==> src/rtl/uart_rx_fifo_if.sv <==
// Signal bundle between the UART receive front end and the register block.
// slave = receiver side, master = register block / test driver side.
interface uart_rx_fifo_if #(
    parameter int CNT_W = 4
);
    logic             rx_in;
    logic             rd_en;
    logic             clr_err;
    logic [7:0]       data_out;
    logic             rx_valid;
    logic [CNT_W-1:0] fifo_count;
    logic             overrun;
    logic             frame_err;
    logic             parity_err;
    logic [2:0]       dbg_state;

    // Pop handshake: data_out is valid while rx_valid=1; a cycle with
    // rd_en=1 and rx_valid=1 consumes the head byte at the next clk edge,
    // rd_en with rx_valid=0 has no effect.
    modport slave (
        input  rx_in, rd_en, clr_err,
        output data_out, rx_valid, fifo_count, overrun, frame_err, parity_err, dbg_state
    );

    modport master (
        output rx_in, rd_en, clr_err,
        input  data_out, rx_valid, fifo_count, overrun, frame_err, parity_err, dbg_state
    );
endinterface

==> src/rtl/uart_rx_fifo.sv <==
// 8N1 UART receiver feeding a first-word-fall-through byte FIFO with sticky errors.
// Optional even parity bit when UART_RX_PARITY_EN is defined.
module uart_rx_fifo #(
    parameter int CLKS_PER_BIT = 347,
    parameter int FIFO_DEPTH   = 8,
    parameter int CNT_W        = $clog2(FIFO_DEPTH) + 1
) (
    input  logic           clk,
    input  logic           rst,
    uart_rx_fifo_if.slave  bus
);
    localparam int BAUD_W = $clog2(CLKS_PER_BIT);
    localparam int AW     = CNT_W - 1;
    localparam logic [BAUD_W-1:0] HALF_LAST = BAUD_W'(CLKS_PER_BIT / 2 - 1);
    localparam logic [BAUD_W-1:0] FULL_LAST = BAUD_W'(CLKS_PER_BIT - 1);

    typedef enum logic [2:0] {
        IDLE      = 3'd0,
        START     = 3'd1,
        DATA      = 3'd2,
        STOP      = 3'd3,
        WAIT_HIGH = 3'd4
`ifdef UART_RX_PARITY_EN
        ,
        PARITY    = 3'd5
`endif
    } state_t;

    logic [1:0]        sync_q;
    logic              rx_s;

    state_t            state_q, state_d;
    logic [BAUD_W-1:0] baud_q, baud_d;
    logic [2:0]        bit_q, bit_d;
    logic [7:0]        shift_q, shift_d;
    logic              push_q, push_d;
    logic              frame_set;
    logic              parity_set;

    logic [7:0]        mem_q [FIFO_DEPTH];
    logic [CNT_W-1:0]  wr_ptr_q, rd_ptr_q;
    logic              empty, full, pop, do_push, ovf_set;
    logic              overrun_q, frame_err_q, parity_err_q;

    assign rx_s = sync_q[1];

    always_ff @(posedge clk) begin
        if (rst) sync_q <= 2'b11;
        else     sync_q <= {sync_q[0], bus.rx_in};
    end

`ifdef UART_RX_PARITY_EN
    logic par_bad_q, par_bad_d;

    always_ff @(posedge clk) begin
        if (rst) par_bad_q <= 1'b0;
        else     par_bad_q <= par_bad_d;
    end
`endif

    always_ff @(posedge clk) begin
        if (rst) begin
            state_q <= IDLE;
            baud_q  <= '0;
            bit_q   <= '0;
            shift_q <= '0;
            push_q  <= 1'b0;
        end else begin
            state_q <= state_d;
            baud_q  <= baud_d;
            bit_q   <= bit_d;
            shift_q <= shift_d;
            push_q  <= push_d;
        end
    end

    always_comb begin
        state_d    = state_q;
        baud_d     = baud_q + BAUD_W'(1);
        bit_d      = bit_q;
        shift_d    = shift_q;
        push_d     = 1'b0;
        frame_set  = 1'b0;
        parity_set = 1'b0;
`ifdef UART_RX_PARITY_EN
        par_bad_d  = par_bad_q;
`endif
        case (state_q)
            IDLE: begin
                baud_d = '0;
                if (!rx_s) state_d = START;
            end
            START: begin
                if (baud_q == HALF_LAST) begin
                    baud_d  = '0;
                    bit_d   = '0;
                    state_d = rx_s ? IDLE : DATA;
                end
            end
            DATA: begin
                if (baud_q == FULL_LAST) begin
                    baud_d  = '0;
                    shift_d = {rx_s, shift_q[7:1]};
                    bit_d   = bit_q + 3'd1;
                    if (bit_q == 3'd7) begin
`ifdef UART_RX_PARITY_EN
                        state_d = PARITY;
`else
                        state_d = STOP;
`endif
                    end
                end
            end
`ifdef UART_RX_PARITY_EN
            PARITY: begin
                // Even parity: data bits plus parity bit hold an even number of ones.
                if (baud_q == FULL_LAST) begin
                    baud_d     = '0;
                    par_bad_d  = (rx_s != ^shift_q);
                    parity_set = (rx_s != ^shift_q);
                    state_d    = STOP;
                end
            end
`endif
            STOP: begin
                if (baud_q == FULL_LAST) begin
                    baud_d = '0;
                    if (rx_s) begin
`ifdef UART_RX_PARITY_EN
                        push_d = !par_bad_q;
`else
                        push_d = 1'b1;
`endif
                        state_d = IDLE;
                    end else begin
                        frame_set = 1'b1;
                        state_d   = WAIT_HIGH;
                    end
                end
            end
            WAIT_HIGH: begin
                // A held-low line (break) must not look like a new start bit.
                baud_d = '0;
                if (rx_s) state_d = IDLE;
            end
            default: begin
                baud_d  = '0;
                state_d = IDLE;
            end
        endcase
    end

    // shift_q stays stable for a full bit time after the stop sample, so the
    // registered push can take its byte straight from the shifter.
    assign empty   = (wr_ptr_q == rd_ptr_q);
    assign full    = (wr_ptr_q[AW] != rd_ptr_q[AW]) && (wr_ptr_q[AW-1:0] == rd_ptr_q[AW-1:0]);
    assign pop     = bus.rd_en && !empty;
    assign do_push = push_q && (!full || pop);
    assign ovf_set = push_q && full && !pop;

    always_ff @(posedge clk) begin
        if (rst) begin
            wr_ptr_q <= '0;
            rd_ptr_q <= '0;
            for (int i = 0; i < FIFO_DEPTH; i++) mem_q[i] <= '0;
        end else begin
            if (do_push) begin
                mem_q[wr_ptr_q[AW-1:0]] <= shift_q;
                wr_ptr_q                <= wr_ptr_q + CNT_W'(1);
            end
            if (pop) rd_ptr_q <= rd_ptr_q + CNT_W'(1);
        end
    end

    // A new error event takes priority over a clear in the same cycle.
    always_ff @(posedge clk) begin
        if (rst) begin
            overrun_q    <= 1'b0;
            frame_err_q  <= 1'b0;
            parity_err_q <= 1'b0;
        end else begin
            overrun_q    <= (overrun_q    && !bus.clr_err) || ovf_set;
            frame_err_q  <= (frame_err_q  && !bus.clr_err) || frame_set;
            parity_err_q <= (parity_err_q && !bus.clr_err) || parity_set;
        end
    end

    assign bus.data_out   = mem_q[rd_ptr_q[AW-1:0]];
    assign bus.rx_valid   = !empty;
    assign bus.fifo_count = wr_ptr_q - rd_ptr_q;
    assign bus.overrun    = overrun_q;
    assign bus.frame_err  = frame_err_q;
`ifdef UART_RX_PARITY_EN
    assign bus.parity_err = parity_err_q;
`else
    assign bus.parity_err = 1'b0;
`endif
    assign bus.dbg_state  = state_q;
endmodule

==> src/flat_wrapper.sv <==
// flat-port wrapper written by rule: the top's interface ports become plain ports
module uart_rx_fifo_flat 
#(
    parameter int CLKS_PER_BIT = 347,
    parameter int FIFO_DEPTH   = 8,
    parameter int CNT_W        = $clog2(FIFO_DEPTH) + 1
)
  (clk, rst, bus_rx_in, bus_rd_en, bus_clr_err, bus_data_out, bus_rx_valid, bus_fifo_count, bus_overrun, bus_frame_err, bus_parity_err, bus_dbg_state);
  uart_rx_fifo_if #(.CNT_W(CNT_W)) bus_i ();
  input  logic clk;
  input  logic rst;
  input wire logic [$bits(bus_i.rx_in)-1:0] bus_rx_in;
  input wire logic [$bits(bus_i.rd_en)-1:0] bus_rd_en;
  input wire logic [$bits(bus_i.clr_err)-1:0] bus_clr_err;
  output wire logic [$bits(bus_i.data_out)-1:0] bus_data_out;
  output wire logic [$bits(bus_i.rx_valid)-1:0] bus_rx_valid;
  output wire logic [$bits(bus_i.fifo_count)-1:0] bus_fifo_count;
  output wire logic [$bits(bus_i.overrun)-1:0] bus_overrun;
  output wire logic [$bits(bus_i.frame_err)-1:0] bus_frame_err;
  output wire logic [$bits(bus_i.parity_err)-1:0] bus_parity_err;
  output wire logic [$bits(bus_i.dbg_state)-1:0] bus_dbg_state;
  assign bus_i.rx_in = bus_rx_in;
  assign bus_i.rd_en = bus_rd_en;
  assign bus_i.clr_err = bus_clr_err;
  assign bus_data_out = bus_i.data_out;
  assign bus_rx_valid = bus_i.rx_valid;
  assign bus_fifo_count = bus_i.fifo_count;
  assign bus_overrun = bus_i.overrun;
  assign bus_frame_err = bus_i.frame_err;
  assign bus_parity_err = bus_i.parity_err;
  assign bus_dbg_state = bus_i.dbg_state;
  uart_rx_fifo #(.CLKS_PER_BIT(CLKS_PER_BIT), .FIFO_DEPTH(FIFO_DEPTH), .CNT_W(CNT_W)) u_core (.clk(clk), .rst(rst), .bus(bus_i));
endmodule
==> config.mk <==
export PLATFORM = sky130hd
export DESIGN_NAME = uart_rx_fifo_flat
export DESIGN_NICKNAME = d
export VERILOG_FILES = /design/src/rtl/uart_rx_fifo_if.sv /design/src/rtl/uart_rx_fifo.sv /design/src/flat_wrapper.sv
export SDC_FILE = /design/constraint.sdc
export NUM_CORES = 1
export LEC_CHECK = 0
export BUFFER_PORTS_ARGS = -buffer_cell sky130_fd_sc_hd__buf_4
export CAP_MARGIN = 30
export CELL_PAD_IN_SITES_DETAIL_PLACEMENT = 1
export CELL_PAD_IN_SITES_GLOBAL_PLACEMENT = 2
export CORE_MARGIN = 1
export CORE_UTILIZATION = 45
export CTS_BUF_LIST = sky130_fd_sc_hd__clkbuf_4
export DETAILED_ROUTE_END_ITERATION = 16
export GPL_ROUTABILITY_DRIVEN = 1
export PLACE_DENSITY = 0.79
export SETUP_SLACK_MARGIN = 0.15
export SLEW_MARGIN = 30
export SYNTH_ARGS = -nofsm -noshare
export SYNTH_HDL_FRONTEND = slang
export SYNTH_SLANG_ARGS = --single-unit
==> constraint.sdc <==
create_clock -name clk -period 2.61 [get_ports clk]
set_clock_uncertainty 0.15 [all_clocks]
set_input_delay 0.522 -clock clk [delete_from_list [all_inputs] [get_ports clk]]
set_output_delay 0.522 -clock clk [all_outputs]
set_load 0.03 [all_outputs]
==> metrics.txt, run 1 <==
number of synthesized register bits=103; FF-to-FF Start=u_core.rd_ptr_q[2]$_SDFFE_PP0N_; Yosys top cell by area=edfxtp_1; critical path type=flip-flop to output pin; Critical-path top delay cell=mux4_2; area of the die=0.0110 mm2; register area share after synthesis=56.6%; post-synth top area share=40.2%; worst-path cell chain=buf_12 -> mux4_2 -> mux2_4 -> buf_6; Arr. time, crit path=2010 ps; failing checks=negative setup slack; Yosys Warn Count=0; final wirelength=10.2 mm; antenna cells=0; slew at the pin with the worst max-slew slack=537 ps; First-pass DRT Iterations=4; DPL Wire Length=6.96 mm; FP Rows=37; DIE WIDTH=105 um; commonest non-fill, non-tap cells in the layout=and2_1, edfxtp_1, nor2_1; largest cells by area after synthesis=edfxtp_1, dfxtp_1, and2_1; CTS Hold Bufs=0; post-route setup slack=-75.2 ps; asr flop ratio synth=0%; Synth cell types=48; Max Buffers Root-to-Sink=2; TritonCTS clock tree=built; number of port buffers=22; synthesized area per cell=13.0 um2; crit-path max cell delay=530 ps; Max Cap Viol=0; initial antenna violation count=0; min-delay src=bus_rx_in; total CTS buffers=9; Final Max Tran Viols=0; fmax=372 MHz; vias in the first global route=3215; root buf cell=clkbuf_4; Buf+Inv Stages, Crit Path=2; pre-CTS setup slack=200 ps; Core Region=0.0103 mm2; RSZ-0062 raised after global routing=yes; CP required=1940 ps; final setup fails=8; largest net degree at the start of global routing=30; Final min period=2690 ps; vias per cell=5.18; Die Ht=105 um; antenna viol nets, final=0; Util after Layout=53.7%; EDFF count, synth=64; Gate Count Post-Synth=368; ratio of cells with drive above 1 in the final layout=28.7%; gr ovfl total=0; Post-Syn Nets=384; Clock Latency Late Sink=450 ps; GRT Overall Usage=20.5%; Rel. slew slack=64.1%; Initial Util=46.3%; CP delay by family, top=multiplexers; status=complete, but fails checks; H-tree depth=3; mapped cell area=0.00478 mm2; RD Place Congestion=0.773; Hold Fails Final Rpt=0; clock sinks=103; Hold Crit Class=input port to flip-flop; CP endpoint kind=output pin; Tcrit/Tclk final=103%; kind of start point of the critical path=flip-flop; 1st-iter DRT viols=130; Cell Pwr Density=511 mW/mm2; Crit Path Max Fanout=8; fin nets=429; leak pwr=2.03 nW; Post-synth top flop=edfxtp_1; I/O Pins=24; Max rail drop VDD=331 uV; via count=2869; DRC=0; first-pass GRT wire length=17.1 mm; Layout area overhead=16.0%; Worst-path clk slew=160 ps; per-cell routed wire length=18.4 um
## synthesized netlist by cell type, types with 3 or more instances
master / number
a21oi_1: 6
and2_1: 64
and3_1: 3
and4_1: 3
buf_2: 3
clkbuf_1: 5
dfxtp_1: 39
edfxtp_1: 64
ha_1: 10
inv_1: 12
mux2_2: 8
mux2i_1: 12
mux4_2: 16
nand2_1: 8
nand2b_1: 3
nand3_1: 5
nand3b_1: 4
nor2_1: 35
nor2b_1: 3
nor3_1: 3
o211ai_1: 4
o21ai_0: 8
or2_2: 5
xnor2_1: 6
xor2_1: 11
## metal layers
layer | part of all wire, % | up-vias | GRT usage [%]
li1 | - | 1397 | -
met1 | 45 | 1425 | 25.9
met2 | 51 | 37 | 36.2
met3 | 2.4 | 10 | 4.05
met4 | 1.1 | 0 | 4.93
met5 | 0 | - | 0
## report_power, final
| group | internal [W] | switching, W |
|---|---|---|
| Clock | 0.000224 | 0.000571 |
| Sequential | 0.00178 | 0.0000432 |
| Combinational | 0.0000969 | 0.000121 |
## cell families after synthesis
family          synth area share (%)
compound gates                  3.88
xor+xnor                        3.46
fa+ha+maj                       3.04
buf+inv                         2.12
flops                           56.6
mux                             12.3
other cells                   0.0785
simple gates                    18.6
## flip-flops by register name, summed over array words and instances (netlist names), named ones only
signal and cells:
u_core.push_q 1, u_core.shift_q 8, u_core.bus.frame_err 1, u_core.baud_q 9, u_core.mem_q 64, u_core.rd_ptr_q 4, u_core.wr_ptr_q 4, u_core.sync_q 2
u_core.bit_q 3, u_core.bus.overrun 1, u_core.bus.dbg_state 3
## what timing repair did
| action | 4_1_cts | 5_1_grt |
|---|---|---|
| endpoints found under the setup margin | 12 | 12 |
| pin swaps | 2 | 7 |
| buffers inserted | 3 | 1 |
| gates cloned | 1 | 0 |
| gates resized for setup | 33 | 8 |
## worst paths after layout
check / to / slack, ps / cells past startpoint
worst max-delay path: bus_data_out[7] / -80 / 4
worst min-delay path: u_core.sync_q[0]$_SDFF_PP1_ / 120 / 2
worst max register to register: u_core.mem_q[0][1]$_SDFFCE_PN0P_ / 340 / 7
worst min register to register: u_core.sync_q[1]$_SDFF_PP1_ / 280 / 1
## per-stage QoR
step | area, um2 | power, W | std cells | setup TNS (ps) | hold slack [ps]
final | 5540 | 0.00284 | 554 | -427 | 121
after CTS | 5520 | 0.00286 | 553 | -677 | 94.9
after detailed placement | 5210 | 0.00208 | 533 | 0 | 248
after floorplan | 4780 | 0.00200 | 368 | 0 | 239
after global placement | 5210 | 0.00207 | 533 | 0 | 245
after global routing | 5540 | 0.00295 | 554 | -1100 | 94.7
## layout make-up
type | instances | area [um2]
fill | 1050 | 4780
sequential | 103 | 2720
multi-input combinational | 241 | 2060
timing repair buffer | 46 | 419
tap | 136 | 170
clock buffer | 10 | 75.1
clock inverter | 6 | 55.1
inverter | 12 | 50.0
(Power assumes the default switching activity.)
==> run 2: changes to the inputs <==
CTS_BUF_LIST = sky130_fd_sc_hd__clkbuf_2 sky130_fd_sc_hd__clkbuf_4 sky130_fd_sc_hd__clkbuf_8   (was sky130_fd_sc_hd__clkbuf_4)
==> run 2 against run 1 <==
Compared with the run above: the flow now finishes without violations; highest routed layer unchanged; routed wire length rose by 0.74%; critical path type unchanged; critical endpoint is now bus_data_out[2]; worst setup slack improved by 89 ps; sequential power about the same; hold slack better by 83 ps.
==> metrics.txt, run 2 (synthesized netlist as in run 1, its figures left out) <==
antenna cells=0 (unchanged); leak pwr=2.03 nW (-0.15%); ratio of cells with drive above 1 in the final layout=26.7% (-2.0 points); Crit Path Max Fanout=8 (unchanged); Rel. slew slack=63.5% (-0.57 points); vias in the first global route=3222 (+0.22%); Core Region=0.0103 mm2 (unchanged); Net Sw Frac=24.9% (-1.0 points); final wirelength=10.3 mm (+0.74%); gr ovfl total=0 (unchanged); initial antenna violation count=0 (unchanged); slew at the pin with the worst max-slew slack=545 ps (+8.59 ps); DIE WIDTH=105 um (unchanged); via count=2903 (+1.2%); Max rail drop VDD=250 uV (-24%); 1st-iter DRT viols=151 (+16%); GRT Overall Usage=20.1% (-0.44 points); max reg flops=64 (unchanged); Cell Pwr Density=540 mW/mm2 (+5.7%); RSZ-0062 raised after global routing=yes; DPL Wire Length=6.96 mm (unchanged); TritonCTS clock tree=built; worst-path cell chain=buf_12 -> mux4_2 -> mux2_4 -> buf_6; Buf+Inv Stages, Crit Path=2 (unchanged); vias per cell=5.27 (+1.7%); fin nets=426 (-0.70%); DRC=0 (unchanged); per-cell routed wire length=18.6 um (+1.3%); largest net degree at the start of global routing=30 (unchanged); total CTS buffers=9 (unchanged); Regs by FF count=u_core.mem_q: 64 flops, u_core.baud_q: 9 flops, u_core.shift_q: 8 flops; final setup fails=0 (-8); Worst-path clk slew=100 ps (-60 ps); CP endpoint kind=output pin; Clock Latency Late Sink=360 ps (-90 ps); Fill cells=1054 (+0.38%); Sequential Power Share=60.8% (-3.5 points); Max Buffers Root-to-Sink=2 (unchanged); fmax=385 MHz (+3.4%); internal power=0.00225 W (+7.2%); Hold Fails Final Rpt=0 (unchanged); Reg with most FFs=u_core.mem_q; clock sinks=103 (unchanged); crit-path max cell delay=530 ps (about the same); CP delay by family, top=multiplexers; antenna viol nets, final=0 (unchanged); Tcrit/Tclk final=99.5% (-3.4 points); total power=0.00300 W (+5.7%); clock network fraction of total power=31.9% (+3.9 points); Hold Crit Class=input port to flip-flop; Die Ht=105 um (unchanged); Arr. time, crit path=1920 ps (-90 ps); commonest non-fill, non-tap cells in the layout=and2_1, edfxtp_1, nor2_1, dfxtp_1, buf_4; Layout area overhead=16.1% (about the same); first-pass GRT wire length=16.8 mm (-1.7%); number of port buffers=22 (unchanged); root buf cell=clkbuf_8; status=finished clean; Final Max Tran Viols=0 (unchanged); H-tree depth=3 (unchanged); worst hold slack=204 ps (+82.8 ps); Comb power frac=7.3% (-0.4 points); RD Place Congestion=0.773 (unchanged); kind of start point of the critical path=flip-flop; Critical-path top delay cell=mux4_2; FP Rows=37 (unchanged); R2R Setup Slk=270 ps (-70 ps); First-pass DRT Iterations=4 (unchanged); Final min period=2600 ps (-89.2 ps); Initial Util=46.3% (unchanged); Sw Pwr=0.000745 W (+1.4%); critical path type=flip-flop to output pin; Max Cap Viol=0 (unchanged); I/O Pins=24 (unchanged); CP required=1940 ps (about the same); area of the die=0.0110 mm2 (unchanged)
==> run 2: changes by cell type in the layout (fill, tap and decap cells not counted), sizes merged <==
| cell | previous run | this run |
|---|---|---|
| buf | 46 | 43 |
==> run 2: final timing paths <==
check | start | endpoint | cells past startpoint
worst max-delay path | flip-flop | bus_data_out[2] | 4
worst min-delay path | bus_rx_in | u_core.sync_q[0]$_SDFF_PP1_ | 2
worst max register to register | u_core.wr_ptr_q[0]$_SDFFE_PP0P_ | u_core.mem_q[0][1]$_SDFFCE_PN0P_ | 7
worst min register to register | u_core.sync_q[0]$_SDFF_PP1_ | u_core.sync_q[1]$_SDFF_PP1_ | 1
==> run 2: area by class of cell <==
class / instances / area [um2] / share of cell area (%)
clock buffer: 10 / 131 / 2.37
clock inverter: 6 / 55.1 / 0.993
inverter: 12 / 45.0 / 0.812
multi-input combinational: 241 / 2040 / 36.8
sequential: 103 / 2710 / 48.9
tap: 136 / 170 / 3.07
timing repair buffer: 43 / 389 / 7.02
==> run 2: through the flow <==
stage | std cells | TNS [ps] | instance area (um2) | util, % | setup WS [ps]
floorplan | 368 | 0 | 4780 | - | 220
global placement | 533 | 0 | 5210 | 50.5 | 301
detailed placement | 533 | 0 | 5210 | 50.5 | 200
CTS | 551 | 0 | 5500 | 53.3 | 7.44
global route | 551 | -86.4 | 5550 | 53.7 | -25.9
finish | 551 | 0 | 5550 | 53.7 | 14.1
==> run 2: routing by layer <==
layer / vias up / GRT usage, % / part of all wire, %
met5: - / 0 / 0
met4: 0 / 6.04 / 1.1
met1: 1453 / 25.5 / 44
met2: 47 / 35.7 / 52
met3: 10 / 2.68 / 2.5
li1: 1393 / - / -
==> run 2: power by group through the flow <==
stage | Sequential, W | Clock [W] | Combinational [W]
floorplan | 0.00185 | 0 | 0.000154
global placement | 0.00186 | 0 | 0.000211
detailed placement | 0.00186 | 0 | 0.000213
CTS | 0.00182 | 0.000980 | 0.000221
global route | 0.00183 | 0.00104 | 0.000239
finish | 0.00182 | 0.000955 | 0.000218
==> run 2: timing repair <==
| action | 4_1_cts | 5_1_grt |
|---|---|---|
| pin swaps | 1 | 1 |
| resized for setup | 22 | 7 |
| setup buffers | 1 | 0 |
| hold buffers | 0 | 0 |
| endpoints found under the setup margin | 12 | 27 |
| cloned | 1 | 0 |
